--- config.mk ---
export PLATFORM = sky130hd
export DESIGN_NAME = bcd_seq_ctrl
export DESIGN_NICKNAME = d
export VERILOG_FILES = /design/src/rtl/bcd_seq_ctrl.sv
export SDC_FILE = /design/constraint.sdc
export NUM_CORES = 1
export LEC_CHECK = 0
export ABC_AREA = 1
export CAP_MARGIN = 30
export CORE_MARGIN = 5
export CORE_UTILIZATION = 43
export CTS_CLUSTER_DIAMETER = 40
export DETAILED_ROUTE_END_ITERATION = 7
export GPL_TIMING_DRIVEN = 0
export MAX_ROUTING_LAYER = met4
export PLACE_DENSITY = 0.9
export SLEW_MARGIN = 10
export SYNTH_ARGS = -nofsm -noshare
export SYNTH_HDL_FRONTEND = slang
export SYNTH_SLANG_ARGS = --single-unit
--- constraint.sdc ---
create_clock -name clk -period 2.05 [get_ports clk]
set_clock_uncertainty 0.05 [all_clocks]
set_input_delay 0.3075 -clock clk [delete_from_list [all_inputs] [get_ports clk]]
set_output_delay 0.3075 -clock clk [all_outputs]
set_load 0.05 [all_outputs]
--- src/rtl/bcd_seq_ctrl.sv ---
// Load/run sequencer for an external BCD counter: arbitrates two preset requesters,
// prescales count enables and flags 9->0 wraps. Define BCD_SEQ_CTRL_ROUNDROBIN_EN for round-robin arbitration.
module bcd_seq_ctrl #(
    parameter int unsigned PRESCALE = 4
) (
    input  logic       clk,
    input  logic       rst_syn,
    input  logic [1:0] req,
    input  logic [3:0] req_num0,
    input  logic [3:0] req_num1,
    input  logic       run,
    input  logic [3:0] q_in,
    output logic [1:0] gnt,
    output logic       load,
    output logic [3:0] load_num,
    output logic       cnt_en,
    output logic       carry,
    output logic       err,
    output logic [1:0] state
);

    typedef enum logic [1:0] {
        IDLE      = 2'b00,
        LOAD      = 2'b01,
        RUN       = 2'b10,
        ST_UNUSED = 2'b11
    } state_t;

    state_t     state_reg, state_next;
    logic [3:0] psc_reg, psc_next;
    logic [1:0] gnt_reg, gnt_next;
    logic       load_reg, load_next;
    logic [3:0] load_num_reg, load_num_next;
    logic       cnt_en_reg, cnt_en_next;
    logic       carry_reg, carry_next;
    logic       err_reg, err_next;

    logic       win1;
    logic [3:0] win_num;
    logic [1:0] win_gnt;

`ifdef BCD_SEQ_CTRL_ROUNDROBIN_EN
    // ptr_reg set means requester 1 is favoured on a tie (requester 0 was granted last).
    logic ptr_reg;

    always_ff @(posedge clk or negedge rst_syn) begin
        if (!rst_syn) begin
            ptr_reg <= 1'b0;
        end else if (|gnt_next) begin
            ptr_reg <= gnt_next[0];
        end
    end

    assign win1 = req[1] & (~req[0] | ptr_reg);
`else
    assign win1 = req[1] & ~req[0];
`endif

    assign win_num = win1 ? req_num1 : req_num0;
    assign win_gnt = win1 ? 2'b10 : 2'b01;

    always_comb begin
        state_next    = state_reg;
        psc_next      = psc_reg;
        gnt_next      = 2'b00;
        load_next     = 1'b0;
        load_num_next = load_num_reg;
        cnt_en_next   = 1'b0;
        carry_next    = 1'b0;
        err_next      = 1'b0;

        case (state_reg)
            IDLE, RUN: begin
                if (|req) begin
                    // Grant is registered so it lines up with the LOAD cycle.
                    state_next    = LOAD;
                    psc_next      = 4'd0;
                    gnt_next      = win_gnt;
                    load_num_next = win_num;
                    load_next     = (win_num <= 4'd9);
                    err_next      = (win_num > 4'd9);
                end else if (state_reg == IDLE) begin
                    psc_next = 4'd0;
                    if (run) begin
                        state_next = RUN;
                    end
                end else if (!run) begin
                    state_next = IDLE;
                    psc_next   = 4'd0;
                end else if (psc_reg == 4'(PRESCALE - 1)) begin
                    psc_next    = 4'd0;
                    cnt_en_next = 1'b1;
                    carry_next  = (q_in == 4'd9);
                end else begin
                    psc_next = psc_reg + 4'd1;
                end
            end
            LOAD: begin
                psc_next   = 4'd0;
                state_next = run ? RUN : IDLE;
            end
            default: begin
                state_next = IDLE;
                psc_next   = 4'd0;
            end
        endcase
    end

    always_ff @(posedge clk or negedge rst_syn) begin
        if (!rst_syn) begin
            state_reg    <= IDLE;
            psc_reg      <= 4'd0;
            gnt_reg      <= 2'b00;
            load_reg     <= 1'b0;
            load_num_reg <= 4'd0;
            cnt_en_reg   <= 1'b0;
            carry_reg    <= 1'b0;
            err_reg      <= 1'b0;
        end else begin
            state_reg    <= state_next;
            psc_reg      <= psc_next;
            gnt_reg      <= gnt_next;
            load_reg     <= load_next;
            load_num_reg <= load_num_next;
            cnt_en_reg   <= cnt_en_next;
            carry_reg    <= carry_next;
            err_reg      <= err_next;
        end
    end

    assign state    = state_reg;
    assign gnt      = gnt_reg;
    assign load     = load_reg;
    assign load_num = load_num_reg;
    assign cnt_en   = cnt_en_reg;
    assign carry    = carry_reg;
    assign err      = err_reg;

endmodule

==> metrics, run 1 <==
sequential area share after synthesis=0.587; critical path launch point type=flip-flop; Mapped Area=682 um2; Synth Flop Type=dfrtp_1; via count=573; Yosys warning total=0; Die Width=49.8 um; Max Freq=545 MHz; crit path from=state[1]$_DFFE_PN0P_; Synth area leader=dfrtp_1; CP cell instances=clkdlybuf4s50_1; crit end category=primary output; Slew Limit Headroom=0.528; Netlist cell types=16; PwrDens=785 nW/um2; Post-synth ARST share=1.00; Reg clk slew, reported paths=100 ps; setup violators final=0; Final Max Slew Viols=0; Core Rows=14; area of the multi-input gates=248 um2; r2r startpoint=state[0]$_DFFE_PN0P_; Fin. Hold Viols=0; initial core utilization=0.453; cts bufs inserted=3; Synth area leaders=dfrtp_1, nand2_1, nor2_1; commonest cells in the netlist=dfrtp_1, nand2_1, nor2_1, inv_1, nand3_1; # fillers=118; TNS Setup=0 ps; Vias/cell=4.74; mean post-synth cell area=9.34 um2; cells after synthesis=73; first-pass GRT wire length=2300 um; share of cells above drive strength 1=0.0952; post-cts hold buffer count=0; syn nets=91; Max clock buf depth=2; # clock sinks=16; WP buf/inv=1; worst slew pin tran=705 ps; Post-synth EDFFs=0; flop and latch count out of synthesis=16; DPL Wire Length=1100 um; Post-Route WL=1380 um; CP peak stage delay=810 ps; crit path time final=1840 ps; htree depth=1; crit-path max FO=3; later-pin clock latency in the skew report=270 ps; most frequent cell after synthesis=dfrtp_1; post_cts resized=0; gpl congestion=0.797; placed insts=117; Boundary Pins=29; final worst-path cycle share=0.895; remaining antenna violation count=0; P&R area growth vs syn=49.7%; Non-Filler Instances=121; Max-Cap Viols=0; VDD IR max=0.479 mV; register area=400 um2; outcome=completed; Crit path max-delay family=buffers and inverters; post-synth top area share=0.587; pin count of the biggest net entering global routing=17; vias in the first global route=527; Slowest-stage cell, CP=clkdlybuf4s50_1; Hold Path Class=in -> async; die height=49.8 um; DRC=0; Port Buffers=28; Critical Path Stages=1; GRT Resource Usage Total=0.119; CTS tree=yes; ant diodes=0; core area=1510 um2; wire per inst=11.4 um; initial antenna violation count=0; total grt overflow=0; Crit Path Class=reg -> out; Final nets=124; critical path required time=1690 ps; Leak=0.493 nW; clock root cell=clkbuf_4; WP data arrival=1480 ps; iteration-0 DRC count of the detailed router=13; post-CTS setup buffers=0; Reg2Reg Depth=5; RSZ-0062 raised after global routing=false; DIE AREA=2480 um2; 1st-pass router iterations=5
[through the flow]
stage	hold WS, ps	total power (W)	instance area [um2]	util	setup WS [ps]
after floorplan	-38.1	0.000506	682	-	736
after global placement	405	0.000605	982	0.652	339
after detailed placement	412	0.000609	982	0.652	328
after CTS	415	0.000810	1020	0.676	8.55
after global routing	446	0.000839	1020	0.678	185
final	398	0.000801	1020	0.678	215
[layout make-up]
cell class              count  area share
clock buffers               4      0.0355
well taps                  16      0.0196
inverters                   9      0.0331
repair buffers             28       0.277
flip-flops and latches     16       0.392
multi-input cells          48       0.243
[metal layers]
metal,GRT usage,routed length (um)
met1,0.146,577
met2,0.197,672
met3,0.0452,129
met4,0,0
met5,-,0
[logic make-up (layout without fill, tap and decap cells)]
group           count (synthesis)  count (layout)  synth area share
compound gates                  6               6            0.0514
buf+inv                         9              41            0.0496
fa+ha+maj                       1               1            0.0183
flops                          16              16             0.587
xor+xnor                        2               2            0.0257
simple gates                   39              39             0.268
[path summary, 6_finish.rpt]
| check | slack [ps] | endpoint |
|---|---|---|
| worst max register to register | 900 | carry$_DFF_PN0_ |
| worst min register to register | 420 | psc_reg[0]$_DFF_PN0_ |
| worst min-delay path | 400 | load_num[0]$_DFFE_PN0N_ |
| worst max-delay path | 210 | state[1] |
| max in group asynchronous | 1100 | psc_reg[3]$_DFF_PN0_ |
| min in group clk | 420 | psc_reg[0]$_DFF_PN0_ |
[layout by cell type, fill, tap and decap left out, types with 2 or more instances in the layout]
cell type	count
clkdlybuf4s50_1	27
a31oi_1	2
o21ai_1	2
dfrtp_1	16
inv_1	7
xor2_1	2
inv_2	2
nand3_1	7
clkbuf_4	3
nand2_1	15
nor2_1	13
[where the power goes]
| group | leakage (nW) | switching [W] | total, W | internal, W |
|---|---|---|---|---|
| Sequential | 0.207 | 0.0000184 | 0.000360 | 0.000342 |
| Clock | 0.0210 | 0.0000929 | 0.000201 | 0.000108 |
| Combinational | 0.265 | 0.000149 | 0.000240 | 0.0000909 |
| Total | 0.493 | 0.000261 | 0.000801 | 0.000541 |
No activity file was read; power rests on OpenSTA's default activity.
==> run 2: changes to the inputs <==
==> constraint.sdc (replaced) <==
create_clock -name clk -period 2.2 [get_ports clk]
set_clock_uncertainty 0.05 [all_clocks]
set_input_delay 0.33 -clock clk [delete_from_list [all_inputs] [get_ports clk]]
set_output_delay 0.33 -clock clk [all_outputs]
set_load 0.05 [all_outputs]
==> run 2 against run 1 <==
Sequential share of layout area grew 0.096 points. Count of clock-buffer cells in the layout is the same. Final area shrank 0.24%. Die area is the same. Utilization shrank 0.17 points. Combinational power shrank 7%. Non-clock buffer count is the same. Clock power shrank 7%. Sequential cell count is the same. Via count shrank 0.52%.
==> metrics, run 2 (synthesis results as in run 1) <==
gpl congestion=0.797; Slowest-stage cell, CP=clkdlybuf4s50_1; total grt overflow=0; Reg2Reg Depth=5; Core Rows=14; critical path required time=1820 ps; htree depth=1; outcome=completed; Crit Path Class=reg -> out; ant diodes=0; Fin. Hold Viols=0; setup violators final=0; met2 Use GR=0.197; most frequent cells in the layout=clkdlybuf4s50_1, dfrtp_1, nand2_1, nor2_1; initial core utilization=0.453; later-pin clock latency in the skew report=270 ps; crit end category=primary output; Slew Limit Headroom=0.529; DPL Wire Length=1100 um; TNS Setup=0 ps; WP buf/inv=1; Max clock buf depth=2; CP peak stage delay=870 ps; commonest non-fill, non-tap cell in the layout=clkdlybuf4s50_1; RSZ-0062 raised after global routing=false; P&R area growth vs syn=49.4%; Non-Filler Instances=121; PwrDens=733 nW/um2; core area=1510 um2; post_cts resized=0; critical path launch point type=flip-flop; Final nets=124; cts bufs inserted=3; remaining antenna violation count=0; grt met1 use=0.146; Hold Path Class=in -> async; vias in the first global route=527; Final Max Slew Viols=0; # clock sinks=16; final core utilization=0.676; worst slew pin tran=705 ps; r2r startpoint=state[0]$_DFFE_PN0P_; R2R Setup Slk=1040 ps; crit-path max FO=6; DIE AREA=2480 um2; final worst-path cycle share=0.939; placed insts=117; 1st-pass router iterations=4; VDD IR max=0.446 mV; iteration-0 DRC count of the detailed router=13; CP cell instances=clkdlybuf4s50_1; Critical Path Stages=1; Leak=0.483 nW; met3 Track Usage GR=0.0452; WP data arrival=1690 ps; Vias/cell=4.71; pin count of the biggest net entering global routing=17; Port Buffers=28; crit path time final=2070 ps; CTS tree=yes; die height=49.8 um; Crit path max-delay family=buffers and inverters; initial antenna violation count=0; share of cells above drive strength 1=0.0952; crit path from=state[0]$_DFFE_PN0P_; reg2reg end=carry$_DFF_PN0_; most used routing layer=met2; clock root cell=clkbuf_4; post-CTS setup buffers=0; Boundary Pins=29; Max Freq=484 MHz; wire per inst=11.4 um; Worst Setup EP=state[0]; Reg clk slew, reported paths=100 ps; via count=570; first-pass GRT wire length=2300 um; Die Width=49.8 um; Max-Cap Viols=0; post-cts hold buffer count=0; GRT Resource Usage Total=0.119; Post-Route WL=1380 um; DRC=0
[run 2: changes by cell type in the layout (fill, tap and decap cells not counted)]
cell             delta
dlymetal6s2s_1      -1
clkdlybuf4s50_1     +1
[run 2: layout make-up]
| class | count | area (um2) |
|---|---|---|
| fillers | 119 | 488 |
| well taps | 16 | 20.0 |
| flip-flops and latches | 16 | 400 |
| inverters | 9 | 33.8 |
| multi-input cells | 48 | 248 |
| clock buffers | 4 | 36.3 |
| repair buffers | 28 | 280 |
[run 2: per-stage QoR]
step	hold slack [ps]	setup WS (ps)	area (um2)	total power, W
floorplan	-15.6	886	682	0.000471
global placement	405	467	982	0.000564
detailed placement	412	455	982	0.000567
CTS	425	136	1020	0.000755
global route	446	85.2	1020	0.000782
finish	421	134	1020	0.000747
[run 2: routing by layer]
layer / wire length, um / share of wire
met1: 582 / 0.42
met2: 668 / 0.48
met3: 126 / 0.091
met4: 0 / 0
met5: 0 / 0
[run 2: how the worst min path moves through the flow]
| stage | from | end | slack (ps) |
|---|---|---|---|
| 6_report | rst_syn | load_num[0]$_DFFE_PN0N_ | 420 |
| 5_1_grt | psc_reg[0]$_DFF_PN0_ | psc_reg[0]$_DFF_PN0_ | 450 |
| 4_1_cts | psc_reg[0]$_DFF_PN0_ | psc_reg[0]$_DFF_PN0_ | 420 |
| 3_5_place_dp | psc_reg[0]$_DFF_PN0_ | psc_reg[0]$_DFF_PN0_ | 410 |
| 3_3_place_gp | psc_reg[0]$_DFF_PN0_ | psc_reg[0]$_DFF_PN0_ | 410 |
| 2_1_floorplan | rst_syn | carry$_DFF_PN0_ | -20 |
[run 2: report_power, final]
| part | total (W) | switching, W | internal, W |
|---|---|---|---|
| Clock | 0.000187 | 0.0000866 | 0.000100 |
| Sequential | 0.000336 | 0.0000172 | 0.000319 |
| Combinational | 0.000224 | 0.000139 | 0.0000849 |
| Total | 0.000747 | 0.000243 | 0.000504 |
==> run 3: changes to the inputs <==
--- a/config.mk
+++ b/config.mk
@@ -8,12 +8,11 @@
 export ABC_AREA = 1
 export CAP_MARGIN = 30
 export CORE_MARGIN = 5
-export CORE_UTILIZATION = 43
+export CORE_UTILIZATION = 25
 export CTS_CLUSTER_DIAMETER = 40
 export DETAILED_ROUTE_END_ITERATION = 7
 export GPL_TIMING_DRIVEN = 0
-export MAX_ROUTING_LAYER = met4
-export PLACE_DENSITY = 0.9
+export PLACE_DENSITY = 0.61
 export SLEW_MARGIN = 10
 export SYNTH_ARGS = -nofsm -noshare
 export SYNTH_HDL_FRONTEND = slang
==> run 3 against run 2 <==
Combinational power is essentially flat. Highest routed layer is now met4. Global-route usage shrank 3.4 points. Sequential power hardly changed. Via count up 3.3%.
==> metrics, run 3 (synthesis results as in run 1) <==
outcome=completed; post_cts resized=0; VDD IR max=0.274 mV; pin count of the biggest net entering global routing=17; clock root cell=clkbuf_4; WP buf/inv=1; vias in the first global route=594; GRT Resource Usage Total=0.0845; later-pin clock latency in the skew report=280 ps; commonest non-fill, non-tap cell in the layout=clkdlybuf4s50_1; reg2reg end=psc_reg[2]$_DFF_PN0_; r2r startpoint=state[0]$_DFFE_PN0P_; Hold Path Class=in -> async; critical path required time=1820 ps; setup slack after layout=148 ps; first-pass GRT wire length=2640 um; crit path time final=2050 ps; CP cell instances=clkdlybuf4s50_1; R2R Setup Slk=1050 ps; Crit path max-delay family=buffers and inverters; Final Max Slew Viols=0; wire per inst=11.1 um; total grt overflow=0; initial antenna violation count=0; Die Width=62.2 um; Core Rows=19; most frequent cells in the layout=clkdlybuf4s50_1, dfrtp_1, nand2_1, nor2_1; Max-Cap Viols=0; DIE AREA=3870 um2; CP peak stage delay=870 ps; Reg clk slew, reported paths=90 ps; worst slew pin tran=709 ps; iteration-0 DRC count of the detailed router=8; gpl congestion=0.758; Port Buffers=28; setup violators final=0; core area=2690 um2; Pwr Total=0.000748 W; Slowest-stage cell, CP=clkdlybuf4s50_1; crit-path max FO=6; initial core utilization=0.254; via count=589; Crit Path Class=reg -> out; minimum hold slack=415 ps; final worst-path cycle share=0.933; P&R area growth vs syn=52.1%; crit end category=primary output; DPL Wire Length=1280 um; Leak=0.483 nW; pre-CTS setup slack=446 ps; remaining antenna violation count=0; # clock sinks=16; WP data arrival=1670 ps; die height=62.2 um; cts bufs inserted=3; post-cts hold buffer count=0; Final nets=124; critical path launch point type=flip-flop; PwrDens=721 nW/um2; DRC=0; Max clock buf depth=2; Max Freq=487 MHz; RSZ-0062 raised after global routing=false; 1st-pass router iterations=2; ant diodes=0; Fin. Hold Viols=0; htree depth=1; CTS tree=yes; Slew Limit Headroom=0.526; post-CTS setup buffers=0; share of cells above drive strength 1=0.0952; Reg2Reg Depth=5; Post-Route WL=1510 um; TNS Setup=0 ps; Vias/cell=4.33; Boundary Pins=29
-- run 3: cell counts in the layout (fill, tap and decap cells not counted) --
No cell type changed its count.
-- run 3: through the flow --
step | cell area (um2) | instances | utilization
after global routing | 1040 | 136 | 0.386
after floorplan | 682 | 73 | -
after CTS | 1040 | 136 | 0.386
after detailed placement | 1000 | 132 | 0.373
after global placement | 1000 | 132 | 0.373
final | 1040 | 136 | 0.386
-- run 3: worst max-delay path by stage --
stage | slack, ps | from | endpoint | cells after the start
final | 150 | state[0]$_DFFE_PN0P_ | state[0] | 1
after floorplan | 890 | state[0]$_DFFE_PN0P_ | psc_reg[2]$_DFF_PN0_ | 5
after detailed placement | 450 | state[0]$_DFFE_PN0P_ | state[0] | 1
after CTS | 130 | state[0]$_DFFE_PN0P_ | state[0] | 1
after global routing | 80 | state[0]$_DFFE_PN0P_ | state[0] | 1
after global placement | 460 | state[0]$_DFFE_PN0P_ | state[0] | 1
-- run 3: routing by layer --
layer / global-route usage / vias to the layer above / wire length [um]
met3: 0.0378 / 2 / 127
met1: 0.0951 / 268 / 655
li1: - / 299 / -
met2: 0.139 / 20 / 716
met5: 0 / - / 0
met4: 0.0325 / 0 / 8
-- run 3: power breakdown --
group | leakage (nW) | switching [W] | internal (W)
sequential | 0.207 | 0.0000176 | 0.000319
combinational | 0.254 | 0.000139 | 0.0000849
clock | 0.0210 | 0.0000873 | 0.000101
-- run 3: layout make-up --
cell class / instances / area, um2
Fill cell: 290 / 1650
Inverter: 9 / 33.8
Multi-Input combinational cell: 48 / 248
Sequential cell: 16 / 400
Clock buffer: 4 / 36.3
Tap cell: 31 / 38.8
Timing Repair Buffer: 28 / 280
